[config.mk]
export PLATFORM = sky130hd
export DESIGN_NAME = uart_transmitter_top
export DESIGN_NICKNAME = d
export VERILOG_FILES = /design/src/rtl/uart_transmitter_top.sv
export SDC_FILE = /design/constraint.sdc
export NUM_CORES = 1
export LEC_CHECK = 0
export CAP_MARGIN = 30
export CORE_ASPECT_RATIO = 1.25
export CORE_MARGIN = 3
export CORE_UTILIZATION = 45
export CTS_CLUSTER_DIAMETER = 30
export CTS_CLUSTER_SIZE = 14
export DETAILED_ROUTE_END_ITERATION = 16
export GPL_ROUTABILITY_DRIVEN = 1
export PLACE_DENSITY = 0.71
export SKIP_CTS_REPAIR_TIMING = 1
export SYNTH_ARGS = -nofsm -noshare
export SYNTH_HDL_FRONTEND = slang
export SYNTH_SLANG_ARGS = --single-unit
export TNS_END_PERCENT = 100
[constraint.sdc]
create_clock -name pclk -period 2.15 [get_ports pclk]
set_clock_uncertainty 0.2 [all_clocks]
set_input_delay 0.43 -clock pclk [delete_from_list [all_inputs] [get_ports pclk]]
set_output_delay 0.43 -clock pclk [all_outputs]
set_load 0.02 [all_outputs]
[src/rtl/uart_transmitter_top.sv]
// UART transmitter: 5-8 data bits LSB first, optional parity, 1/1.5/2 stops; thr_pop is combinational in the load cycle and the line falls one pclk later.
// Loads only from IDLE or at stop end (back-to-back); `UART_TX_BREAK_EN adds the brk port that forces the line low.
module uart_transmitter_top #(
    parameter int OVERSAMPLE = 16
) (
    input  logic       pclk,
    input  logic       presetn,
    input  logic       utxrst,
    input  logic       baud_tick,
    input  logic [7:0] thr_data,
    input  logic       thr_valid,
    output logic       thr_pop,
    input  logic [1:0] wls,
    input  logic       stb,
    input  logic       pen,
    input  logic       eps,
    input  logic       sp,
    input  logic       loop,
`ifdef UART_TX_BREAK_EN
    input  logic       brk,
`endif
    output logic       uartn_txd,
    output logic       loop_txd,
    output logic       tx_busy,
    output logic       temt
);

    localparam int            CW       = (OVERSAMPLE > 1) ? $clog2(OVERSAMPLE) : 1;
    localparam logic [CW-1:0] CNT_LAST = CW'(OVERSAMPLE - 1);
    localparam logic [CW-1:0] CNT_HALF = CW'(OVERSAMPLE / 2 - 1);

    typedef enum logic [2:0] {
        ST_IDLE,
        ST_START,
        ST_DATA,
        ST_PARITY,
        ST_STOP
    } state_t;

    state_t        state_q;
    logic [CW-1:0] cnt_q;
    logic [7:0]    tsr_q;
    logic [2:0]    bit_cnt_q;
    logic          par_q;
    logic          stop2_q;
    logic [1:0]    wls_q;
    logic          stb_q;
    logic          pen_q;
    logic          eps_q;
    logic          sp_q;
    logic          txd_q;
    logic          busy_q;

    logic          bit_end;
    logic          half_end;
    logic          stop_end;
    logic          load;
    logic          last_data;
    logic          par_d;
    logic          par_bit_d;
    logic [CW-1:0] cnt_d;

    assign bit_end   = baud_tick && (cnt_q == CNT_LAST) && (state_q != ST_IDLE);
    assign half_end  = baud_tick && (cnt_q == CNT_HALF);
    // stop2_q marks that the first full stop period is done; 1.5 stops then ends at the half period
    assign stop_end  = (state_q == ST_STOP) &&
                       (stb_q ? (stop2_q && ((wls_q == 2'b00) ? half_end : bit_end)) : bit_end);
    assign load      = !utxrst && thr_valid && ((state_q == ST_IDLE) || stop_end);
    assign last_data = (bit_cnt_q == (3'd4 + {1'b0, wls_q}));
    assign par_d     = par_q ^ tsr_q[0];
    assign par_bit_d = sp_q ? ~eps_q : (eps_q ? par_d : ~par_d);
    assign cnt_d     = (bit_end || stop_end) ? '0 : cnt_q + CW'(1);

    always_ff @(posedge pclk or negedge presetn) begin
        if (!presetn) begin
            state_q   <= ST_IDLE;
            cnt_q     <= '0;
            tsr_q     <= '0;
            bit_cnt_q <= '0;
            par_q     <= 1'b0;
            stop2_q   <= 1'b0;
            wls_q     <= '0;
            stb_q     <= 1'b0;
            pen_q     <= 1'b0;
            eps_q     <= 1'b0;
            sp_q      <= 1'b0;
            txd_q     <= 1'b1;
            busy_q    <= 1'b0;
        end else if (utxrst) begin
            state_q   <= ST_IDLE;
            cnt_q     <= '0;
            tsr_q     <= '0;
            bit_cnt_q <= '0;
            par_q     <= 1'b0;
            stop2_q   <= 1'b0;
            txd_q     <= 1'b1;
            busy_q    <= 1'b0;
        end else if (load) begin
            state_q   <= ST_START;
            cnt_q     <= '0;
            tsr_q     <= thr_data;
            bit_cnt_q <= '0;
            par_q     <= 1'b0;
            stop2_q   <= 1'b0;
            wls_q     <= wls;
            stb_q     <= stb;
            pen_q     <= pen;
            eps_q     <= eps;
            sp_q      <= sp;
            txd_q     <= 1'b0;
            busy_q    <= 1'b1;
        end else begin
            if (baud_tick && (state_q != ST_IDLE)) begin
                cnt_q <= cnt_d;
            end
            case (state_q)
                ST_IDLE: begin
                    txd_q  <= 1'b1;
                    busy_q <= 1'b0;
                end
                ST_START: begin
                    if (bit_end) begin
                        state_q <= ST_DATA;
                        txd_q   <= tsr_q[0];
                    end
                end
                ST_DATA: begin
                    if (bit_end) begin
                        tsr_q     <= {1'b0, tsr_q[7:1]};
                        par_q     <= par_d;
                        bit_cnt_q <= bit_cnt_q + 3'd1;
                        if (last_data) begin
                            if (pen_q) begin
                                state_q <= ST_PARITY;
                                txd_q   <= par_bit_d;
                            end else begin
                                state_q <= ST_STOP;
                                txd_q   <= 1'b1;
                            end
                        end else begin
                            txd_q <= tsr_q[1];
                        end
                    end
                end
                ST_PARITY: begin
                    if (bit_end) begin
                        state_q <= ST_STOP;
                        txd_q   <= 1'b1;
                    end
                end
                ST_STOP: begin
                    if (stop_end) begin
                        state_q <= ST_IDLE;
                        txd_q   <= 1'b1;
                        busy_q  <= 1'b0;
                    end else if (bit_end) begin
                        stop2_q <= 1'b1;
                    end
                end
                default: begin
                    state_q <= ST_IDLE;
                    txd_q   <= 1'b1;
                    busy_q  <= 1'b0;
                end
            endcase
        end
    end

    // Gating with presetn keeps thr_pop low while the block is held in reset
    assign thr_pop = presetn && load;

`ifdef UART_TX_BREAK_EN
    assign loop_txd  = txd_q & ~brk;
    assign uartn_txd = loop | (txd_q & ~brk);
`else
    assign loop_txd  = txd_q;
    assign uartn_txd = loop | txd_q;
`endif

    assign tx_busy = busy_q;
    assign temt    = !busy_q && !thr_valid;

endmodule

==> results.py, run 1 <==
metrics = {
    "placement": {
        "post_dp_cell_area_mm2": 0.002052,
        "replace_congestion": 0.8921,
        "placedCellCount": 234,
        "placement.io_buffers": 24,
        "dp.final_hpwl_um": 2784,
        "dp_slack_ns": -0.4685,
    },
    "sta": {
        "worst-slew-pin-transition_ns": 0.4852,
        "final_min_period_over_clock_period_pct": 112.5,
        "hold_viol": 0,
        "rsz0062_at_grt": "true",
        "max_transition_margin_pct": 67.40,
        "fmax_mhz": 413.6,
        "fin_crit_ns": 2.418,
        "setup_viol_count_final": 15,
        "timing_max_transition_violations_final": 0,
        "final_critical_path_setup_slack_ns": -0.2679,
    },
    "synthesis": {
        "postSynthRegisterBits": 28,
        "synth_sequential_area_ratio_pct": 43.22,
        "synthTopCellsByArea": "sky130_fd_sc_hd__dfrtp_1 (42%), sky130_fd_sc_hd__mux2_2 (9.7%), sky130_fd_sc_hd__mux2i_1 (4.9%)",
        "postSynth.topFlopCell": "sky130_fd_sc_hd__dfrtp_1",
        "synthesis.nets": 180,
        "post_synth_inst_count": 158,
        "yosys.area.top_type_share_pct": 41.60,
        "post_synth.cell_area_avg_um2": 10.28,
        "yosys.cell_types.count": 44,
        "synth_enable_flop_cells": 0,
        "leading_area_contributor_after_synthesis": "sky130_fd_sc_hd__dfrtp_1",
        "synthArstFlopShare_pct": 100.0,
        "netlist_area_mm2": 0.001624,
        "synthesis.yosys.warnings": 0,
    },
    "die": {
        "floorplan.core_area_mm2": 0.003338,
        "chipWidth_um": 59.73,
        "rows": 23,
        "die_area_mm2": 0.004370,
        "io-pin-count": 25,
        "start_util_pct": 48.65,
        "die_height_um": 73.17,
    },
    "setup_path": {
        "timing.critical_path.slowest_cell_delay_ns": 0.44,
        "cp-start-kind": "flip-flop",
        "cp_data_arrival_time_ns": 1.79,
        "rr_startpoint": "wls_q[1]$_DFFE_PN0P_",
        "worst_setup_path_end_kind": "output port",
        "r2r_setup_slack_ns": -0.14,
        "critPathSlowestCell": "sky130_fd_sc_hd__dfrtp_1",
        "worstSetupPathType": "reg -> out",
        "cp_cell_sequence": "o211a_1 > a211o_1 > a41o_4 > nand3b_4 > nor2_4 > buf_6",
        "crit_fanout": 3,
        "worst_setup_path_startpoint": "wls_q[1]$_DFFE_PN0P_",
        "worstPathRequired_ns": 1.52,
    },
    "global_routing": {
        "grt_use_met3_pct": 2.832,
        "grt_start_max_net_pins": 29,
        "grtUsageMet1_pct": 23.10,
        "vias_in_the_first_global_route": 1435,
        "grt_usage_pct": 19.31,
        "busiest_layer": "met2",
        "globalRouteMet2Util_pct": 33.05,
        "overflow": 0,
        "first_pass_grt_wire_length_um": 6479,
        "grt_antenna_before_repair": 0,
    },
    "detailed_routing": {
        "detail_route.iter0.violations": 58,
        "drtPass1Iterations": 4,
        "antenna_violating_nets_post_route": 0,
        "detail_route.wirelength_um": 3895,
        "routed_wire_length_per_instance_um": 16.23,
        "vias": 1368,
        "post-route-drc-count": 0,
        "drt-vias-per-instance": 5.700,
    },
    "final_layout": {
        "layout_cells_excl_fill": 240,
        "layout.cells.most_common": "sky130_fd_sc_hd__dfrtp_1",
        "fillers": 287,
        "most-common-layout-cells": "sky130_fd_sc_hd__dfrtp_1 (27), sky130_fd_sc_hd__buf_4 (25), sky130_fd_sc_hd__clkdlybuf4s50_1 (21), sky130_fd_sc_hd__nor2_1 (18), sky130_fd_sc_hd__mux2_2 (14)",
        "areaGrowthSynthToFinish_pct": 33.98,
        "fin_area_mm2": 0.002176,
        "antenna_cells": 0,
        "net_total_in_the_final_layout": 226,
        "layout-drive-gt1-share_pct": 28.08,
    },
    "clock_network": {
        "cts_tree": "yes",
        "cts_root_buf": "sky130_fd_sc_hd__clkbuf_8",
        "clock_tree.buffer_depth": 2,
        "htree_levels": 1,
        "clk_transition_reported_paths_ns": 0.10,
        "clock-sinks": 28,
        "clkLatencyLatePin_ns": 0.28,
        "cts_buffers": 3,
    },
    "hold_path": {
        "hold_path.class": "reg -> reg",
        "min_from": "sp_q$_DFFE_PN0P_",
    },
    "power_and_ir_drop": {
        "pwr_density_cell_mw_per_mm2": 893.2,
        "leakage_nw": 1.001,
        "vdd_ir_drop_max_mv": 0.6476,
    },
    "flow_run": {
        "cap_viol_max_count": 0,
    },
    "run_status": {
        "outcome": "finished, violations left",
        "violations": "setup timing",
    },
}
## path summary, 6_finish.rpt
| kind | endpoint | cells after the start |
|---|---|---|
| max | thr_pop | 6 |
| min | sp_q$_DFFE_PN0P_ | 1 |
| max reg2reg | pen_q$_DFFE_PN0P_ | 6 |
| min reg2reg | sp_q$_DFFE_PN0P_ | 1 |
| max in group asynchronous | loop_txd$_DFFE_PN1P_ | 2 |
| min in group asynchronous | cnt_q[3]$_DFFE_PN0P_ | 2 |
## metrics by stage
stage | hold slack (ns) | power, mW | util, % | TNS (ns)
5_1_grt | 0.3384 | 2.062 | 65.18 | -2.605
3_3_place_gp | 0.2915 | 1.559 | 61.47 | -2.891
6_report | 0.3200 | 1.943 | 65.18 | -1.781
2_1_floorplan | -0.06559 | 1.265 | - | -0.02622
4_1_cts | 0.3240 | 1.894 | 62.82 | -2.277
3_5_place_dp | 0.3025 | 1.591 | 61.47 | -3.481
## state kept, by name, summed over array words and instances (netlist names)
register and cells:
bit_cnt_q 3, cnt_q 4, eps_q 1, loop_txd 1, par_q 1, pen_q 1
sp_q 1, state_q 3, stb_q 1, stop2_q 1, tsr_q 8, tx_busy 1
wls_q 2
## power by group
group	total, mW	internal, mW	switching [mW]
logic	0.875	0.459	0.416
clock network	0.306	0.133	0.173
registers	0.763	0.657	0.106
total	1.94	1.25	0.694
## cell families after synthesis
logic type / count (synthesis) / share of synthesized area, %
DFF: 28 / 43.22
AOI/OAI and AO/OA: 25 / 12.10
xor gates and xnor gates: 9 / 4.854
buffers and inverters: 17 / 4.699
and+or+nand+nor: 55 / 18.95
muxes: 22 / 14.64
adders and majority gates: 2 / 1.541
## metal layers
metal | up-vias | share of wire, % | wire (um)
met4 | 0 | 2.9 | 114
met5 | - | 0 | 0
met3 | 11 | 4.7 | 185
li1 | 653 | - | -
met2 | 45 | 52 | 2021
met1 | 659 | 40 | 1573
## synthesized netlist by cell type, drive strengths merged (2+ instances only)
master and number:
a211o 2, a21oi 5, buf 5, clkbuf 4, dfrtp 27, ha 2
inv 8, mux2 14, mux2i 8, nand2 6, nand2b 3, nand3 4
nand3b 3, nor2 19, nor2b 3, nor3 6, nor4 2, o21ai 4
o31a 2, or3 2, xnor2 6, xor2 3
## critical path, delay by kind of cell, from the launching register on
kind	cells	cell delay (ns)
flip-flops	1	0.44
AND/OR/NAND/NOR	2	0.13
buffers and inverters	1	0.12
AO/OA/AOI/OAI	3	0.81
## layout make-up
class	instances	area, um2	area share (%)
clock buffer	4	45.04	2.070
sequential	28	701.9	32.26
inverter	8	30.03	1.380
timing repair buffer	49	434.2	19.95
tap	37	46.29	2.128
multi-input combinational	114	918.4	42.21
Power figures use the tool's default switching activity.
==> inputs of run 2 (changes only) <==
--- a/config.mk
+++ b/config.mk
@@ -14,6 +14,7 @@
 export DETAILED_ROUTE_END_ITERATION = 16
 export GPL_ROUTABILITY_DRIVEN = 1
 export PLACE_DENSITY = 0.71
+export RECOVER_POWER = 25
 export SKIP_CTS_REPAIR_TIMING = 1
 export SYNTH_ARGS = -nofsm -noshare
 export SYNTH_HDL_FRONTEND = slang
==> run 2 against run 1 <==
Effect of this change:
- the flow still finishes with violations (setup timing)
- die area did not move
- maximum frequency about the same
- non-clock buffer count did not move
- core utilization decreased by 0.075 points
- register-to-register slack about the same
- cell count is the same
- clock power barely moved
- design area down 0.12%
- critical path depth is the same
- via count fell by 0.37%
- worst hold slack is essentially flat
- highest routed layer unchanged
==> results.py, run 2 (synthesized netlist as in run 1, its figures left out) <==
metrics = {
    "die": {
        "io-pin-count": 25,
        "rows": 23,
        "die_height_um": 73.17,
        "die_area_mm2": 0.004370,
        "start_util_pct": 48.65,
        "floorplan.core_area_mm2": 0.003338,
        "chipWidth_um": 59.73,
    },
    "clock_network": {
        "cts_root_buf": "sky130_fd_sc_hd__clkbuf_8",
        "cts_tree": "yes",
        "clkLatencyLatePin_ns": 0.28,
        "clock_tree.buffer_depth": 2,
        "clock-sinks": 28,
        "htree_levels": 1,
        "clk_transition_reported_paths_ns": 0.10,
        "cts_buffers": 3,
    },
    "sta": {
        "max_transition_margin_pct": 52.24,
        "setup_viol_count_final": 15,
        "fin_crit_ns": 2.417,
        "worst-slew-pin-transition_ns": 0.7164,
        "final_min_period_over_clock_period_pct": 112.4,
        "timing_max_transition_violations_final": 0,
        "final_critical_path_setup_slack_ns": -0.2666,
        "fmax_mhz": 413.8,
        "hold_viol": 0,
        "final.setup.tns_ns": -1.747,
        "rsz0062_at_grt": "true",
    },
    "flow_run": {
        "cap_viol_max_count": 0,
    },
    "detailed_routing": {
        "drtPass1Iterations": 4,
        "routed-wl-met2_um": 2026,
        "wirelength_met1_um": 1569,
        "drt-vias-per-instance": 5.679,
        "routed_wire_length_per_instance_um": 16.21,
        "met3WireLength_um": 181,
        "post-route-drc-count": 0,
        "vias": 1363,
        "detail_route.iter0.violations": 67,
        "detail_route.wirelength_um": 3891,
        "antenna_violating_nets_post_route": 0,
        "dr.max_layer_used": "met4",
    },
    "placement": {
        "placement.io_buffers": 24,
        "replace_congestion": 0.8921,
        "post_dp_cell_area_mm2": 0.002052,
        "dp.final_hpwl_um": 2784,
    },
    "final_layout": {
        "most-common-layout-cells": "sky130_fd_sc_hd__dfrtp_1 (27), sky130_fd_sc_hd__buf_4 (24), sky130_fd_sc_hd__clkdlybuf4s50_1 (20), sky130_fd_sc_hd__nor2_1 (18), sky130_fd_sc_hd__mux2_2 (14)",
        "antenna_cells": 0,
        "fin_area_mm2": 0.002173,
        "layout.cells.most_common": "sky130_fd_sc_hd__dfrtp_1",
        "fillers": 288,
        "largest_register": "tsr_q",
        "layout-drive-gt1-share_pct": 28.08,
        "largestRegisters": "tsr_q x8, cnt_q x4",
        "largest_register_ffs": 8,
        "net_total_in_the_final_layout": 226,
        "areaGrowthSynthToFinish_pct": 33.82,
    },
    "global_routing": {
        "grt_usage_pct": 19.31,
        "grt_antenna_before_repair": 0,
        "first_pass_grt_wire_length_um": 6479,
        "grt_start_max_net_pins": 29,
        "overflow": 0,
        "vias_in_the_first_global_route": 1435,
    },
    "setup_path": {
        "worst_setup_path_end_kind": "output port",
        "timing.reg2reg.worst_path_depth": 6,
        "worstPathRequired_ns": 1.52,
        "cp_data_arrival_time_ns": 1.79,
        "worstSetupPathType": "reg -> out",
        "cp-start-kind": "flip-flop",
        "crit_fanout": 3,
    },
    "power_and_ir_drop": {
        "leakage_nw": 1.001,
        "pwr_density_cell_mw_per_mm2": 893.3,
        "vdd_ir_drop_max_mv": 0.6477,
    },
    "hold_path": {
        "hold_path.class": "reg -> reg",
        "hold_depth": 1,
    },
    "run_status": {
        "outcome": "finished, violations left",
        "violations": "setup timing",
    },
}
## run 2: cell types whose count changed in the layout (fill, tap and decap cells not counted), sizes merged
cell / delta
dlygate4sd3: +1
clkbuf: +1
buf: -1
clkdlybuf4s50: -1
## run 2: path summary, 6_finish.rpt
kind	start	to	slack, ns
worst max-delay path	wls_q[1]$_DFFE_PN0P_	thr_pop	-0.27
worst min-delay path	sp_q$_DFFE_PN0P_	sp_q$_DFFE_PN0P_	0.32
worst max register to register	wls_q[1]$_DFFE_PN0P_	pen_q$_DFFE_PN0P_	-0.14
worst min register to register	sp_q$_DFFE_PN0P_	sp_q$_DFFE_PN0P_	0.32
max in group asynchronous	presetn	state_q[0]$_DFFE_PN0P_	0.71
min in group asynchronous	presetn	cnt_q[1]$_DFFE_PN0P_	0.57
## run 2: through the flow
step                hold WS [ns]  power (mW)  instances  util [%]  setup WS [ns]
floorplan               -0.06559       1.265        158         -       -0.02622
global route              0.3384       2.061        240     65.10        -0.3663
global placement          0.2915       1.559        234     61.47        -0.4558
finish                    0.3201       1.941        240     65.10        -0.2666
detailed placement        0.3025       1.591        234     61.47        -0.4685
CTS                       0.3240       1.894        238     62.82        -0.7594
## run 2: critical path, cell delays in order (launching register included)
cell and delay (ns):
sky130_fd_sc_hd__dfrtp_1 0.44, sky130_fd_sc_hd__o211a_1 0.24, sky130_fd_sc_hd__a211o_1 0.30, sky130_fd_sc_hd__a41o_4 0.27, sky130_fd_sc_hd__nand3b_4 0.09, sky130_fd_sc_hd__nor2_4 0.04
sky130_fd_sc_hd__buf_6 0.12
## run 2: layout make-up
type	count	area, um2	area share [%]
clock buffer	4	45.04	2.073
inverter	8	30.03	1.382
multi-input combinational	114	918.4	42.26
sequential	28	701.9	32.30
tap	37	46.29	2.130
timing repair buffer	49	431.7	19.86
## run 2: where the power goes
| group | internal (mW) | switching [mW] | leakage, nW | total, mW |
|---|---|---|---|---|
| Combinational | 0.458 | 0.416 | 0.611 | 0.874 |
| Sequential | 0.657 | 0.105 | 0.367 | 0.762 |
| Clock | 0.133 | 0.173 | 0.0228 | 0.306 |
| Total | 1.25 | 0.693 | 1.00 | 1.94 |
## run 2: routing by layer
layer,vias to the layer above,track usage (%)
met5,-,0
met4,0,9.360
met1,656,23.10
met3,11,2.832
met2,43,33.05
li1,653,-
==> inputs of run 3 (changes only) <==
--- a/config.mk
+++ b/config.mk
@@ -5,7 +5,7 @@
 export SDC_FILE = /design/constraint.sdc
 export NUM_CORES = 1
 export LEC_CHECK = 0
-export CAP_MARGIN = 30
+export CAP_MARGIN = 25
 export CORE_ASPECT_RATIO = 1.25
 export CORE_MARGIN = 3
 export CORE_UTILIZATION = 45
@@ -13,7 +13,7 @@
 export CTS_CLUSTER_SIZE = 14
 export DETAILED_ROUTE_END_ITERATION = 16
 export GPL_ROUTABILITY_DRIVEN = 1
-export PLACE_DENSITY = 0.71
+export PLACE_DENSITY = 0.69
 export RECOVER_POWER = 25
 export SKIP_CTS_REPAIR_TIMING = 1
 export SYNTH_ARGS = -nofsm -noshare
==> constraint.sdc (replaced) <==
create_clock -name pclk -period 2.26 [get_ports pclk]
set_clock_uncertainty 0.2 [all_clocks]
set_input_delay 0.452 -clock pclk [delete_from_list [all_inputs] [get_ports pclk]]
set_output_delay 0.452 -clock pclk [all_outputs]
set_load 0.02 [all_outputs]
==> run 3 against run 2 <==
Effect of this change:
- clock power increased by 4%
- critical path type is now reg -> reg
- the run still ends with setup timing left
- wire length down 1.9%
- via count shrank 1.2%
- largest cell class unchanged
- design area is 0.52% lower
- critical path depth up 1
- highest routed layer unchanged
- first-iteration DRC count shrank 36%
- worst setup slack better by 0.11 ns
==> results.py, run 3 (synthesized netlist as in run 1, its figures left out) <==
metrics = {
    "setup_path": {
        "critical_path.top_delay_family": "compound AO/OA/AOI/OAI gates",
        "crit_fanout": 5,
        "cp_cell_sequence": "o211a_1 > a211o_1 > a41o_4 > buf_4 > buf_6 > o41a_1 > o221a_1",
        "cp_num_buf_inv": 2,
        "critPathSlowestCell": "sky130_fd_sc_hd__dfrtp_1",
        "r2r_setup_slack_ns": -0.15,
        "cp-start-kind": "flip-flop",
        "worstPathRequired_ns": 2.28,
        "cp_data_arrival_time_ns": 2.43,
        "worstSetupPathType": "reg -> reg",
        "worst_setup_path_end_kind": "flip-flop",
        "timing.critical_path.slowest_cell_delay_ns": 0.44,
    },
    "clock_network": {
        "cts_root_buf": "sky130_fd_sc_hd__clkbuf_8",
        "clk_transition_reported_paths_ns": 0.10,
        "cts_tree": "yes",
        "clkLatencyLatePin_ns": 0.28,
        "htree_levels": 1,
        "clock-sinks": 28,
        "cts_buffers": 3,
        "clock_tree.buffer_depth": 2,
    },
    "sta": {
        "rsz0062_at_grt": "true",
        "hold_viol": 0,
        "max_transition_margin_pct": 51.21,
        "fin_crit_ns": 2.412,
        "final_min_period_over_clock_period_pct": 106.7,
        "final.setup.tns_ns": -0.3206,
        "worst-slew-pin-transition_ns": 0.7318,
        "final_critical_path_setup_slack_ns": -0.1522,
        "setup_viol_count_final": 3,
        "fmax_mhz": 414.6,
        "timing_max_transition_violations_final": 0,
    },
    "final_layout": {
        "largest_register": "tsr_q",
        "fin_area_mm2": 0.002162,
        "layout_cells_excl_fill": 242,
        "largest_register_ffs": 8,
        "layout-drive-gt1-share_pct": 27.80,
        "fillers": 293,
        "antenna_cells": 0,
        "net_total_in_the_final_layout": 228,
        "most-common-layout-cells": "sky130_fd_sc_hd__dfrtp_1 (27), sky130_fd_sc_hd__buf_4 (26), sky130_fd_sc_hd__clkdlybuf4s50_1 (20), sky130_fd_sc_hd__nor2_1 (18), sky130_fd_sc_hd__mux2_2 (14)",
        "largestRegisters": "tsr_q x8, cnt_q x4",
        "layout.cells.most_common": "sky130_fd_sc_hd__dfrtp_1",
        "areaGrowthSynthToFinish_pct": 33.13,
    },
    "global_routing": {
        "vias_in_the_first_global_route": 1432,
        "first_pass_grt_wire_length_um": 6099,
        "overflow": 0,
        "grt_usage_pct": 18.23,
        "grt_antenna_before_repair": 0,
        "grt_start_max_net_pins": 29,
    },
    "run_status": {
        "violations": "setup timing",
        "outcome": "finished, violations left",
    },
    "die": {
        "start_util_pct": 48.65,
        "rows": 23,
        "io-pin-count": 25,
        "chipWidth_um": 59.73,
        "floorplan.core_area_mm2": 0.003338,
        "die_height_um": 73.17,
        "die_area_mm2": 0.004370,
    },
    "hold_path": {
        "hold_path.class": "reg -> reg",
    },
    "detailed_routing": {
        "detail_route.wirelength_um": 3817,
        "vias": 1347,
        "post-route-drc-count": 0,
        "drt-vias-per-instance": 5.566,
        "detail_route.iter0.violations": 43,
        "drtPass1Iterations": 4,
        "antenna_violating_nets_post_route": 0,
        "routed_wire_length_per_instance_um": 15.77,
    },
    "power_and_ir_drop": {
        "vdd_ir_drop_max_mv": 0.6173,
        "pwr_density_cell_mw_per_mm2": 870.1,
        "leakage_nw": 1.008,
    },
    "placement": {
        "placedCellCount": 233,
        "dp.final_hpwl_um": 2742,
        "replace_congestion": 0.8076,
        "post_dp_cell_area_mm2": 0.002044,
        "placement.io_buffers": 24,
    },
    "flow_run": {
        "cap_viol_max_count": 0,
    },
}
[run 3: where the power goes]
group	leakage [nW]	internal, mW	switching (mW)
logic	0.612	0.453	0.390
registers	0.367	0.625	0.0941
clock network	0.0288	0.156	0.163
total	1.01	1.23	0.647
[run 3: cell type report]
class	instances	area [um2]	share of cell area, %
well taps	37	46.29	2.141
flip-flops and latches	28	701.9	32.47
repair buffers	52	457.9	21.18
clock buffers	4	55.05	2.546
inverters	8	30.03	1.389
multi-input cells	113	870.8	40.28
[run 3: per-layer routing]
metal / share of wire (%) / track usage, % / up-vias
met2: 55 / 33.65 / 35
met4: 1.9 / 6.404 / 0
met1: 40 / 20.98 / 647
met5: 0 / 0 / -
li1: - / - / 657
met3: 3.1 / 2.124 / 8
[run 3: path summary, 6_finish.rpt]
check / startpoint / to / cells past startpoint
max in group asynchronous: presetn / bit_cnt_q[0]$_DFFE_PN0P_ / 2
min in group asynchronous: presetn / stb_q$_DFFE_PN0P_ / 2
worst min-delay path: sp_q$_DFFE_PN0P_ / sp_q$_DFFE_PN0P_ / 1
worst min register to register: sp_q$_DFFE_PN0P_ / sp_q$_DFFE_PN0P_ / 1
worst max register to register: wls_q[1]$_DFFE_PN0P_ / loop_txd$_DFFE_PN1P_ / 7
worst max-delay path: wls_q[1]$_DFFE_PN0P_ / loop_txd$_DFFE_PN1P_ / 7
[run 3: metrics by stage]
step                util (%)  setup WS [ns]  hold WS [ns]  power, mW
finish                 64.77        -0.1522        0.3267      1.881
global route           64.77        -0.2435        0.3495      1.998
CTS                    62.89        -0.6566        0.3333      1.849
detailed placement     61.24        -0.3383        0.3088      1.526
global placement       61.24        -0.3319        0.2921      1.494
floorplan                  -        0.05212      -0.04359      1.203
